<file path="src/rtl/mult_share_arbiter_if.sv">
// -----------------------------------------------------------------------------
// mult_share_arbiter_if
//
// Bundles every signal between mult_share_arbiter and its environment: the
// requester handshakes, the shared multiplier operand/product bus, and the
// response/status outputs. clk and rst stay plain ports on the modules.
//
//   en         grant enable (low blocks new grants)
//   req_valid  per-requester request valid            [N_REQ]
//   req_a/b    packed signed operands, requester i at [i*DATA_W +: DATA_W]
//   req_ready  one-hot combinational grant            [N_REQ]
//   mul_a/b    registered operands to the multiplier  [DATA_W]
//   mul_p      product from the multiplier            [2*DATA_W]
//   rsp_valid  one-cycle product-available pulse
//   rsp_id     owner of rsp_p                         [$clog2(N_REQ)]
//   rsp_p      signed product                         [2*DATA_W]
//   inflight   accepted operations not yet returned   [4]
//
// slave  : the arbiter's view.
// master : the environment's view (requesters plus the multiplier datapath).
// -----------------------------------------------------------------------------
interface mult_share_arbiter_if #(
  parameter int N_REQ  = 4,
  parameter int DATA_W = 32
);
  localparam int ID_W = $clog2(N_REQ);

  logic                       en;
  logic [N_REQ-1:0]           req_valid;
  logic [N_REQ*DATA_W-1:0]    req_a;
  logic [N_REQ*DATA_W-1:0]    req_b;
  logic [N_REQ-1:0]           req_ready;
  logic [DATA_W-1:0]          mul_a;
  logic [DATA_W-1:0]          mul_b;
  logic [2*DATA_W-1:0]        mul_p;
  logic                       rsp_valid;
  logic [ID_W-1:0]            rsp_id;
  logic [2*DATA_W-1:0]        rsp_p;
  logic [3:0]                 inflight;

  modport slave (
    input  en, req_valid, req_a, req_b, mul_p,
    output req_ready, mul_a, mul_b, rsp_valid, rsp_id, rsp_p, inflight
  );

  modport master (
    output en, req_valid, req_a, req_b, mul_p,
    input  req_ready, mul_a, mul_b, rsp_valid, rsp_id, rsp_p, inflight
  );
endinterface

</file>
<file path="src/rtl/mult_share_arbiter.sv">
// -----------------------------------------------------------------------------
// mult_share_arbiter
//
// Round-robin scheduler sharing one clocked multiplier among N_REQ requesters.
// At most one request is granted per cycle; the winner's operands are
// registered onto mul_a/mul_b and a tag {valid, id} enters a shift register
// of depth MUL_LATENCY+1. When a valid tag reaches the last stage it lines up
// with mul_p, and the product is registered onto rsp_p with rsp_id and a
// one-cycle rsp_valid pulse.
//
// Ports:
//   clk   rising-edge clock
//   rst   asynchronous, active-low reset
//   bus   mult_share_arbiter_if.slave (handshakes, multiplier bus, responses)
// -----------------------------------------------------------------------------
module mult_share_arbiter #(
  parameter int N_REQ       = 4,
  parameter int DATA_W      = 32,
  parameter int MUL_LATENCY = 2
) (
  input  logic                clk,
  input  logic                rst,
  mult_share_arbiter_if.slave bus
);
  localparam int ID_W  = $clog2(N_REQ);
  localparam int DEPTH = MUL_LATENCY + 1;
  localparam int CNT_W = 4;

  typedef struct packed {
    logic            valid;
    logic [ID_W-1:0] id;
  } tag_t;

  // Per-requester operand views of the packed buses.
  logic [DATA_W-1:0]   op_a [N_REQ];
  logic [DATA_W-1:0]   op_b [N_REQ];

  logic [ID_W-1:0]     rr_ptr_q,    rr_ptr_d;
  tag_t                tag_q [DEPTH];
  tag_t                tag_d [DEPTH];
  logic [DATA_W-1:0]   mul_a_q,     mul_a_d;
  logic [DATA_W-1:0]   mul_b_q,     mul_b_d;
  logic                rsp_valid_q, rsp_valid_d;
  logic [ID_W-1:0]     rsp_id_q,    rsp_id_d;
  logic [2*DATA_W-1:0] rsp_p_q,     rsp_p_d;
  logic [CNT_W-1:0]    inflight_q,  inflight_d;

  logic [N_REQ-1:0]    grant;
  logic [ID_W-1:0]     grant_id;
  logic                accept;
  logic                rsp_fire;
  int                  cand;
  logic [ID_W-1:0]     cand_id;

  for (genvar i = 0; i < N_REQ; i++) begin : g_unpack
    assign op_a[i] = bus.req_a[i*DATA_W +: DATA_W];
    assign op_b[i] = bus.req_b[i*DATA_W +: DATA_W];
  end

  // Search upward from rr_ptr with wrap; the first valid requester wins.
  // Gating with rst keeps req_ready low while reset is asserted.
  always_comb begin : arbitrate
    // NOTE: every signal written here gets a default before any branch, so
    // no path leaves it unassigned and no latch is inferred.
    grant    = '0;
    grant_id = '0;
    accept   = 1'b0;
    cand     = 0;
    cand_id  = '0;
    if (rst && bus.en) begin
      for (int k = 0; k < N_REQ; k++) begin
        cand = int'(rr_ptr_q) + k;
        if (cand >= N_REQ) cand = cand - N_REQ;
        cand_id = ID_W'(cand);
        if (!accept && bus.req_valid[cand_id]) begin
          accept          = 1'b1;
          grant_id        = cand_id;
          grant[cand_id]  = 1'b1;
        end
      end
    end
  end

  // The last tag stage is aligned with mul_p for the operands it tracks.
  assign rsp_fire = tag_q[DEPTH-1].valid;

  always_comb begin : next_state
    rr_ptr_d    = rr_ptr_q;
    mul_a_d     = mul_a_q;
    mul_b_d     = mul_b_q;
    rsp_valid_d = 1'b0;
    rsp_id_d    = rsp_id_q;
    rsp_p_d     = rsp_p_q;

    tag_d[0].valid = accept;
    tag_d[0].id    = grant_id;
    for (int k = 1; k < DEPTH; k++) begin
      tag_d[k] = tag_q[k-1];
    end

    if (accept) begin
      mul_a_d  = op_a[grant_id];
      mul_b_d  = op_b[grant_id];
      rr_ptr_d = (int'(grant_id) == N_REQ - 1) ? '0 : grant_id + 1'b1;
    end

    if (rsp_fire) begin
      rsp_valid_d = 1'b1;
      rsp_id_d    = tag_q[DEPTH-1].id;
      rsp_p_d     = bus.mul_p;
    end

    // Accept and response in the same cycle cancel. The counter peaks at
    // DEPTH, so it cannot wrap.
    inflight_d = inflight_q + CNT_W'(accept) - CNT_W'(rsp_fire);
  end

  always_ff @(posedge clk or negedge rst) begin : regs
    if (!rst) begin
      // NOTE: sequential state uses non-blocking assignments so every flop
      // samples pre-edge values regardless of statement order.
      rr_ptr_q    <= '0;
      mul_a_q     <= '0;
      mul_b_q     <= '0;
      rsp_valid_q <= 1'b0;
      rsp_id_q    <= '0;
      rsp_p_q     <= '0;
      inflight_q  <= '0;
      // NOTE: the tag array is reset entry by entry; in-flight operations must
      // be forgotten, so leaving this storage unreset is not an option here.
      for (int k = 0; k < DEPTH; k++) begin
        tag_q[k] <= '0;
      end
    end else begin
      rr_ptr_q    <= rr_ptr_d;
      mul_a_q     <= mul_a_d;
      mul_b_q     <= mul_b_d;
      rsp_valid_q <= rsp_valid_d;
      rsp_id_q    <= rsp_id_d;
      rsp_p_q     <= rsp_p_d;
      inflight_q  <= inflight_d;
      for (int k = 0; k < DEPTH; k++) begin
        tag_q[k] <= tag_d[k];
      end
    end
  end

  assign bus.req_ready = grant;
  assign bus.mul_a     = mul_a_q;
  assign bus.mul_b     = mul_b_q;
  assign bus.rsp_valid = rsp_valid_q;
  assign bus.rsp_id    = rsp_id_q;
  assign bus.rsp_p     = rsp_p_q;
  assign bus.inflight  = inflight_q;

endmodule

</file>
<file path="src/flat_wrapper.sv">
// flat-port wrapper written by rule: the top's interface ports become plain ports
module mult_share_arbiter_flat 
#(
  parameter int N_REQ       = 4,
  parameter int DATA_W      = 32,
  parameter int MUL_LATENCY = 2
)
  (clk, rst, bus_en, bus_req_valid, bus_req_a, bus_req_b, bus_mul_p, bus_req_ready, bus_mul_a, bus_mul_b, bus_rsp_valid, bus_rsp_id, bus_rsp_p, bus_inflight);
  mult_share_arbiter_if #(.N_REQ(N_REQ), .DATA_W(DATA_W)) bus_i ();
  input  logic clk;
  input  logic rst;
  input wire logic [$bits(bus_i.en)-1:0] bus_en;
  input wire logic [$bits(bus_i.req_valid)-1:0] bus_req_valid;
  input wire logic [$bits(bus_i.req_a)-1:0] bus_req_a;
  input wire logic [$bits(bus_i.req_b)-1:0] bus_req_b;
  input wire logic [$bits(bus_i.mul_p)-1:0] bus_mul_p;
  output wire logic [$bits(bus_i.req_ready)-1:0] bus_req_ready;
  output wire logic [$bits(bus_i.mul_a)-1:0] bus_mul_a;
  output wire logic [$bits(bus_i.mul_b)-1:0] bus_mul_b;
  output wire logic [$bits(bus_i.rsp_valid)-1:0] bus_rsp_valid;
  output wire logic [$bits(bus_i.rsp_id)-1:0] bus_rsp_id;
  output wire logic [$bits(bus_i.rsp_p)-1:0] bus_rsp_p;
  output wire logic [$bits(bus_i.inflight)-1:0] bus_inflight;
  assign bus_i.en = bus_en;
  assign bus_i.req_valid = bus_req_valid;
  assign bus_i.req_a = bus_req_a;
  assign bus_i.req_b = bus_req_b;
  assign bus_i.mul_p = bus_mul_p;
  assign bus_req_ready = bus_i.req_ready;
  assign bus_mul_a = bus_i.mul_a;
  assign bus_mul_b = bus_i.mul_b;
  assign bus_rsp_valid = bus_i.rsp_valid;
  assign bus_rsp_id = bus_i.rsp_id;
  assign bus_rsp_p = bus_i.rsp_p;
  assign bus_inflight = bus_i.inflight;
  mult_share_arbiter #(.N_REQ(N_REQ), .DATA_W(DATA_W), .MUL_LATENCY(MUL_LATENCY)) u_core (.clk(clk), .rst(rst), .bus(bus_i));
endmodule
</file>
<file path="config.mk">
export PLATFORM = sky130hd
export DESIGN_NAME = mult_share_arbiter_flat
export DESIGN_NICKNAME = d
export VERILOG_FILES = /design/src/rtl/mult_share_arbiter_if.sv /design/src/rtl/mult_share_arbiter.sv /design/src/flat_wrapper.sv
export SDC_FILE = /design/constraint.sdc
export NUM_CORES = 1
export LEC_CHECK = 0
export ABC_AREA = 1
export CAP_MARGIN = 20
export CORE_ASPECT_RATIO = 0.5
export CORE_MARGIN = 10
export CORE_UTILIZATION = 45
export DETAILED_ROUTE_END_ITERATION = 6
export GPL_TIMING_DRIVEN = 0
export PLACE_DENSITY = 0.88
export SETUP_SLACK_MARGIN = 0.2
export SLEW_MARGIN = 20
export SYNTH_ARGS = -nofsm -noshare
export SYNTH_HDL_FRONTEND = slang
export SYNTH_SLANG_ARGS = --single-unit
</file>
<file path="constraint.sdc">
create_clock -name clk -period 7.4 [get_ports clk]
set_input_delay 0.74 -clock clk [delete_from_list [all_inputs] [get_ports clk]]
set_output_delay 0.74 -clock clk [all_outputs]
set_load 0.005 [all_outputs]
</file>
Word level (Yosys, flattened, before mapping)
Index checks and enable logic that the tools add are counted.
- register bits: 146
- input bits: 327
- output and inout port bits: 139
- add/subtract/negate cells: 10
- magnitude comparators: 13
- equality and inequality tests: 1
- muxes and demuxes: 53
- bitwise operators: 4
- reductions and logical operators: 11
- operator list (kind ; count):
    binary-select mux 32 bit (select 2 bit) ; 2
    2-to-1 mux 32 bit ; 4
    2-to-1 mux 4 bit ; 8
    2-to-1 mux 2 bit ; 14
    2-to-1 mux 1 bit ; 17
    >= comparator 3 bit (second input constant) ; 4
    less-than comparator 2 x 3 -> 1 bit (second input constant) ; 4
    bitwise OR 4 bit ; 3
    binary-select mux 1 bit (select 2 bit) ; 4
    demux 1 bit (select 2 bit) ; 4
    >= comparator 2 x 1 -> 1 bit (second input constant) ; 4
    logical AND 1 bit ; 8
    subtractor 2 x 1 -> 2 bit (second input constant) ; 4
    adder 2 x 2 -> 3 bit (second input constant) ; 2
    adder 4 x 1 -> 4 bit ; 1
    subtractor 4 x 1 -> 4 bit ; 1
    adder 2 x 1 -> 3 bit (second input constant) ; 1
    >= comparator 2 x 3 -> 1 bit (second input constant) ; 1
    logical NOT 1 bit ; 3
    inverter 2 -> 3 bit ; 1
    adder 2 x 1 -> 2 bit (second input constant) ; 1
    equality test 2 x 1 -> 1 bit (second input constant) ; 1

Logic depth before layout (Yosys ltp)
Gate-level depths: netlist (run 1).
- word-level depth: 23
- depth in mapped cells: 16
- mapped depth without buffers: 14

Worst setup path after synthesis (run 1)
No wires, ideal clock.
- path type: register to register
- start point: reg u_core.rr_ptr_q[1]
- end point: reg u_core.inflight_q[2] (netlist: u_core.bus.inflight[2])
- library setup time: 123 ps
- arrival: 2519 ps
- data required time: 7277 ps
- setup slack: 4758 ps
- stages on the path, launching flop included: 15
- path buffers: 1
- clock period less this slack: 2642 ps
- cell sequence: dfrtp_1 -> inv_1 -> ha_1 -> inv_1 -> nand3_1 -> nand2_1 -> inv_1 -> nand4_1 -> nand2_1 -> inv_1 -> clkbuf_1 -> ha_1 -> inv_1 -> fa_1 -> xnor2_1
- word-level cells in the longest chain between the ends: 21
- RTL lines (element ; RTL line ; RTL):
    start: declaration ; mult_share_arbiter.sv:38 ; logic [ID_W-1:0] rr_ptr_q, rr_ptr_d;
    start signal: assignment ; mult_share_arbiter.sv:135 ; rr_ptr_q <= rr_ptr_d;
    >= comparator 2 x 3 -> 1 bit or subtractor 2 x 1 -> 2 bit (tied branches) ; mult_share_arbiter.sv:73 ; if (cand >= N_REQ) cand = cand - N_REQ;
    2-to-1 mux 2 bit ; mult_share_arbiter.sv:73 ;
    2-to-1 mux 2 bit ; mult_share_arbiter.sv:70 ; if (rst && bus.en) begin
    binary-select mux 1 bit (select 2 bit) ; mult_share_arbiter.sv:75 ; if (!accept && bus.req_valid[cand_id]) begin
    2-to-1 mux 1 bit (implied by the code) ; mult_share_arbiter.sv:75 ;
    2-to-1 mux 1 bit ; mult_share_arbiter.sv:75 ;
    2-to-1 mux 1 bit ; mult_share_arbiter.sv:70 ;
    logical NOT 1 bit ; mult_share_arbiter.sv:75 ;
    [7 not listed] ; -- ;
    logical NOT 1 bit ; mult_share_arbiter.sv:75 ;
    logical AND 1 bit ; mult_share_arbiter.sv:75 ;
    2-to-1 mux 1 bit (*) ; mult_share_arbiter.sv:75 ;
    2-to-1 mux 1 bit (*) ; mult_share_arbiter.sv:70 ;
    named net u_core.accept ; mult_share_arbiter.sv:50 ; logic accept;
    adder 4 x 1 -> 4 bit (*) ; mult_share_arbiter.sv:115 ; inflight_d = inflight_q + CNT_W'(accept) - CNT_W'(rsp_fire);
    subtractor 4 x 1 -> 4 bit (*) ; mult_share_arbiter.sv:115 ;
    named net u_core.inflight_d[2] ; mult_share_arbiter.sv:46 ; logic [CNT_W-1:0] inflight_q, inflight_d;
    end signal: assignment ; mult_share_arbiter.sv:141 ; inflight_q <= inflight_d;
    end: declaration ; mult_share_arbiter.sv:46 ;
The timed path passes the listed nets; every way through them passes the cells marked *. The select of a mux whose other input is x is not followed.
A chain may end at the register's enable or synchronous reset.

Worst setup path after layout (run 1)
- start point: in rst
- end point: out bus_req_ready[3]
- word-level cells in the longest chain between the ends: 2
- RTL lines (element ; RTL line ; RTL):
    start: declaration ; flat_wrapper.sv:11 ; input logic rst;
    logical AND 1 bit ; mult_share_arbiter.sv:70 ;
    2-to-1 mux 4 bit ; mult_share_arbiter.sv:70 ;
    end: declaration ; flat_wrapper.sv:17 ; output wire logic [$bits(bus_i.req_ready)-1:0] bus_req_ready;
Every way passes these cells.

==> impl_metrics.json, run 1 <==
{
  "postCtsSetupBuffers": 0,
  "drc": 0,
  "drt-vias-per-instance": 5.12,
  "die_x_um": 225,
  "crit_required_ps": 6660,
  "grt-ovfl-total": 0,
  "die_h_um": 122,
  "syn_area_per_cell_um2": 7.16,
  "p_total_uw": 4990,
  "syn_inst": 1320,
  "dieArea_mm2": 0.0275,
  "worstSkewPairLatency_ps": 430,
  "gp_congestion": 0.975,
  "cp.arrival_ps": 3500,
  "met1_usage_pct": 34.4,
  "grtUsageMet3_pct": 5.69,
  "cp_slowest_cell": "clkbuf_1",
  "ys_async_sr_fraction_pct": 100,
  "clk_path_buf_depth": 2,
  "irDropWorstVdd_v": 0.000184,
  "status": "complete, no violations",
  "drtIter0Drc": 1108,
  "startpoint": "rst",
  "finalCriticalPeriod_ps": 4240,
  "synthToLayoutAreaGrowth_pct": 59.8,
  "busiest_layer": "met2",
  "rows": 37,
  "clkTransAtPathRegs_ps": 70,
  "antenna_found_initial": 7,
  "endpoint": "bus_req_ready[3]",
  "worstReg2RegStart": "u_core.rr_ptr_q[1]",
  "fin_skew_ps": 9.61,
  "report.final.hold_viol_count": 0,
  "crit_chain": "buf_8 > nand2_1 > inv_2 > clkbuf_1 > buf_1 > o21ai_0 > inv_1 > clkdlybuf4s50_1",
  "syn-cell-area_mm2": 0.00945,
  "hold_buffers": 0,
  "routedWlPerCell_um": 20.0,
  "drv_slew": 0,
  "critPathKind": "in2out",
  "r2r.worst_path.cells": 14,
  "dr.pass1.iters": 7,
  "synth_ff_type": "dfrtp_1",
  "rsz0062_at_grt": "no",
  "ys_seq_elements": 146,
  "ios": 466,
  "yosysUniqueCellTypes": 30,
  "reg2reg_slack_ps": 3970,
  "yosys_warnings": 0,
  "placed_cells": 2059,
  "cts_root_buf": "clkbuf_16",
  "grt_pass1_vias": 10400,
  "fmax_mhz": 236,
  "final_cell_mix": "clkdlybuf4s50_1 (464), nand2_1 (408), inv_1 (285), dfrtp_1 (146), nand3_1 (136)",
  "final_cells": 2098,
  "finalWirelength_mm": 41.9,
  "critPathLaunchType": "primary input",
  "power.density_mw_per_mm2": 330,
  "ys_seq_area_share_pct": 38.7,
  "drive_gt1_share_pct": 9.85,
  "cts_buffers": 17,
  "grt_start_max_net_pins": 77,
  "cts_resized": 0,
  "tightest_slew_ps": 836,
  "crit_path_end_kind": "output port",
  "setup_viol": 0,
  "grt_usage_pct": 28.9,
  "io_buffers": 465,
  "detail-route-antenna-nets": 0,
  "synth_nets": 1660,
  "fill_cells": 1598,
  "power_leakage_uw": 0.00780,
  "finalCritPeriodShare_pct": 57.3,
  "mostFrequentLayoutCell": "clkdlybuf4s50_1",
  "dpl.hpwl_mm": 32.8,
  "initial_core_util_pct": 45.9,
  "finalNetCount": 2145,
  "grt_pass1_wl_mm": 61.5,
  "cts_sinks": 146,
  "max_stage_delay_ps": 670,
  "cts_tree": "yes",
  "fp.coreArea_mm2": 0.0206,
  "hp-class": "in2async",
  "synth_edf_count": 0,
  "vias": 10700,
  "htreeDepth": 4,
  "maxCapViolCount": 0,
  "r2r_end": "u_core.bus.inflight[2]",
  "path_max_fanout": 72,
  "grtUsageMet2_pct": 51.5,
  "slew_headroom_pct": 44.2
}
==> through the flow <==
step                hold WS (ps)  setup slack [ps]  utilization (%)  setup TNS (ps)  cell area, um2
global placement             331             -2220             70.1         -176310           14400
global route                 314              3010             73.3               0           15100
detailed placement           336              3180             70.3               0           14500
CTS                          307              3180             73.2               0           15100
finish                       284              3160             73.3               0           15100
floorplan                    331              4760                -               0            9450
==> logic make-up after synthesis <==
kind of cell             share of synthesized area, %
multiplexers                                     7.87
flip-flops                                       38.7
buffers and inverters                            16.6
AO/OA/AOI/OAI                                    1.10
XOR/XNOR                                        0.278
adder cells (fa/ha/maj)                          1.80
AND/OR/NAND/NOR                                  33.7
==> registers in the layout, indices dropped and copies added, names as in the netlist <==
name and cells:
u_core.tag_d 6, u_core.rsp_fire 1, u_core.bus.rsp_id 2, u_core.bus.rsp_p 64
u_core.rr_ptr_q 2, u_core.bus.mul_a 32, u_core.bus.rsp_valid 1, u_core.tag_q 2
u_core.bus.mul_b 32, u_core.bus.inflight 4
==> cells in the mapped netlist (2+ instances only) <==
master	instances	share of area, %
nand2_2	5	0.33
nand3_1	136	7.2
o21ai_0	8	0.42
buf_4	10	0.79
buf_1	4	0.16
nand2_1	408	16
buf_6	5	0.60
inv_2	3	0.12
dfrtp_1	146	39
clkbuf_1	27	1.1
a22oi_1	3	0.24
a21oi_1	4	0.21
inv_1	285	11
nand4_1	130	8.6
nor2_1	4	0.16
nand2_4	2	0.24
nand3_2	5	0.53
xnor2_1	2	0.19
ha_1	12	1.6
buf_2	46	2.4
mux2_2	66	7.9
==> how the worst min path moves through the flow <==
stage | startpoint | to | slack (ps) | depth (start not counted)
3_3_place_gp | u_core.tag_d[2] | u_core.rsp_fire | 330 | 0
5_1_grt | rst | u_core.bus.mul_a[20] | 310 | 1
2_1_floorplan | u_core.tag_d[2] | u_core.rsp_fire | 330 | 0
4_1_cts | rst | u_core.bus.mul_a[20] | 310 | 1
3_5_place_dp | u_core.tag_d[4] | u_core.tag_d[1] | 340 | 0
6_report | rst | u_core.bus.mul_a[20] | 280 | 1
==> per-layer routing <==
layer | part of all wire (%) | vias to the layer above
li1 | - | 5105
met1 | 39 | 5074
met2 | 51 | 478
met3 | 7.0 | 78
met4 | 3.0 | 0
met5 | 0 | -
==> critical path, delay by kind of cell <==
kind                   cells  cell delay, ps
AO/OA/AOI/OAI              1             180
AND/OR/NAND/NOR            1             140
buffers and inverters      6            2400
==> where the power goes <==
part	leakage (uW)	total [uW]	internal, uW	switching [uW]
sequential	0.00177	1350	1140	214
clock	0.000293	909	519	391
combinational	0.00574	2730	1290	1430
==> cell type report <==
| cell class | instances | area (um2) | share of cell area (%) |
|---|---|---|---|
| antenna | 7 | 17.5 | 0.116 |
| buffer | 92 | 478 | 3.17 |
| clock buffer | 18 | 439 | 2.91 |
| clock inverter | 14 | 168 | 1.11 |
| inverter | 289 | 1090 | 7.20 |
| multi-input combinational | 793 | 4230 | 28.0 |
| sequential | 146 | 3650 | 24.2 |
| tap | 273 | 342 | 2.26 |
| timing repair buffer | 466 | 4690 | 31.0 |
(Power assumes the default switching activity.)
==> inputs of run 2 (changes only) <==
--- a/config.mk
+++ b/config.mk
@@ -9,10 +9,10 @@
 export CAP_MARGIN = 20
 export CORE_ASPECT_RATIO = 0.5
 export CORE_MARGIN = 10
-export CORE_UTILIZATION = 45
+export CORE_UTILIZATION = 37
 export DETAILED_ROUTE_END_ITERATION = 6
 export GPL_TIMING_DRIVEN = 0
-export PLACE_DENSITY = 0.88
+export PLACE_DENSITY = 0.77
 export SETUP_SLACK_MARGIN = 0.2
 export SLEW_MARGIN = 20
 export SYNTH_ARGS = -nofsm -noshare
==> constraint.sdc (replaced) <==
create_clock -name clk -period 3.6 [get_ports clk]
set_input_delay 0.36 -clock clk [delete_from_list [all_inputs] [get_ports clk]]
set_output_delay 0.36 -clock clk [all_outputs]
set_load 0.005 [all_outputs]
==> impl_metrics.json, run 2 (same netlist as run 1, synthesis figures left out) <==
{
  "detail-route-antenna-nets": 0,
  "finalWirelength_mm": 41.3,
  "drive_gt1_share_pct": 10.0,
  "die_x_um": 246,
  "cts_root_buf": "clkbuf_16",
  "whs_endpoint": "u_core.rsp_fire",
  "fp.coreArea_mm2": 0.0251,
  "cp.arrival_ps": 2840,
  "drtIter0Drc": 889,
  "placed_area_mm2": 0.0146,
  "pwr-share-comb_pct": 55.2,
  "max_stage_delay_ps": 540,
  "finalCriticalPeriod_ps": 3200,
  "htreeDepth": 4,
  "synthToLayoutAreaGrowth_pct": 60.9,
  "r2r.worst_path.cells": 14,
  "drv_slew": 0,
  "cts_buffers": 17,
  "dpl.hpwl_mm": 33.3,
  "critPathLaunchType": "primary input",
  "setup_viol": 0,
  "final_cell_mix": "clkdlybuf4s50_1 (464), nand2_1 (408), inv_1 (284), dfrtp_1 (144), nand3_1 (136)",
  "pwr-share-seq_pct": 27.1,
  "tightest_slew_ps": 694,
  "critPathKind": "in2out",
  "rsz0062_at_grt": "no",
  "largest_reg_flops": 64,
  "dieArea_mm2": 0.0327,
  "slew_headroom_pct": 53.8,
  "fin_skew_ps": 9.64,
  "finalNetCount": 2147,
  "drc": 0,
  "antenna_found_initial": 6,
  "maxCapViolCount": 0,
  "crit_path_end_kind": "output port",
  "worstSkewPairLatency_ps": 430,
  "hp-class": "reg2reg",
  "status": "complete, no violations",
  "postLayoutCellArea_mm2": 0.0152,
  "p_int_uw": 6030,
  "power.density_mw_per_mm2": 664,
  "crit_required_ps": 3240,
  "r2r_end": "u_core.bus.inflight[2]",
  "rows": 41,
  "power_leakage_uw": 0.00780,
  "grt_start_max_net_pins": 81,
  "report.final.hold_viol_count": 0,
  "fill_cells": 2335,
  "final_util_pct": 60.5,
  "pwr-share-clk_pct": 17.7,
  "cts_tree": "yes",
  "reg2reg_slack_ps": 570,
  "path_max_fanout": 10,
  "cts_sinks": 146,
  "switching_power_uw": 4070,
  "io_buffers": 465,
  "mostFrequentLayoutCell": "clkdlybuf4s50_1",
  "fmax_mhz": 312,
  "clk_path_buf_depth": 2,
  "initial_core_util_pct": 37.6,
  "crit_chain": "clkdlybuf4s50_1 > nand2_1 > inv_2 > clkbuf_1 > buf_1 > o21ai_0 > inv_1 > clkdlybuf4s50_1",
  "fin_setup_tns_ps": 0,
  "grt_pass1_vias": 10300,
  "routedWlPerCell_um": 19.0,
  "worstHoldStart": "u_core.tag_d[2]",
  "dr.pass1.iters": 6,
  "irDropWorstVdd_v": 0.000433,
  "drt-vias-per-instance": 4.86,
  "grt_pass1_wl_mm": 60.9,
  "grt_usage_pct": 24.2,
  "grt-ovfl-total": 0,
  "vias": 10500,
  "worstReg2RegStart": "u_core.rr_ptr_q[0]",
  "ios": 466,
  "die_h_um": 133,
  "gp_congestion": 0.935,
  "cpMostUsedCell": "clkdlybuf4s50_1",
  "cp_slowest_cell": "clkbuf_1",
  "clkTransAtPathRegs_ps": 60,
  "holdPathStages": 0,
  "switching_share_pct": 40.3,
  "finalCritPeriodShare_pct": 88.9
}
-- run 2: how the worst max path moves through the flow --
stage	slack, ps	endpoint	from
4_1_cts	270	u_core.bus.inflight[2]	u_core.rr_ptr_q[1]
5_1_grt	200	bus_req_ready[1]	u_core.rr_ptr_q[0]
2_1_floorplan	960	u_core.bus.inflight[2]	u_core.rr_ptr_q[1]
3_3_place_gp	-5830	bus_req_ready[3]	rst
6_report	400	bus_req_ready[3]	bus_en
3_5_place_dp	240	bus_req_ready[3]	rst
-- run 2: through the flow --
| stage | hold WS, ps | setup slack [ps] | instances | total power (uW) |
|---|---|---|---|---|
| floorplan | 64.4 | 958 | 1320 | 5450 |
| global placement | 332 | -5830 | 2129 | 8220 |
| detailed placement | 335 | 239 | 2130 | 8310 |
| CTS | 349 | 269 | 2162 | 10100 |
| global route | 357 | 205 | 2168 | 10800 |
| finish | 345 | 398 | 2168 | 10100 |
-- run 2: power by group through the flow --
stage	Clock, uW	Combinational (uW)	Sequential (uW)
floorplan	0	2680	2770
global placement	0	5490	2730
detailed placement	0	5550	2760
CTS	1830	5580	2730
global route	1910	6030	2820
finish	1790	5570	2740
-- run 2: layout make-up --
| class | instances | area, um2 | area share [%] |
|---|---|---|---|
| diodes | 6 | 15.0 | 0.0988 |
| multi-input cells | 793 | 4230 | 27.8 |
| well taps | 344 | 430 | 2.83 |
| clock inverters | 13 | 153 | 1.00 |
| clock buffers | 17 | 425 | 2.80 |
| plain buffers | 92 | 479 | 3.15 |
| inverters | 289 | 1090 | 7.15 |
| repair buffers | 468 | 4720 | 31.1 |
| flip-flops and latches | 146 | 3660 | 24.1 |
-- run 2: worst max-delay path: cells and delay by family --
kind                   cells  cell delay (ps)
AOI/OAI and AO/OA          1              150
and+or+nand+nor            1              100
buffers and inverters      6             2200
-- run 2: what timing repair did --
action / CTS / global route
buffers inserted: 0 / 0
hold endpoints to repair: 66 / 0
hold buffers: 2 / 0
setup endpoints to repair: 0 / 6
resized for setup: 0 / 5
-- run 2: layer usage --
layer	wire length, um	GRT usage, %	up-vias
met5	0	0	-
met3	2210	4.18	86
li1	-	-	5093
met4	1560	10.3	0
met2	21600	43.8	389
met1	15900	27.5	4967
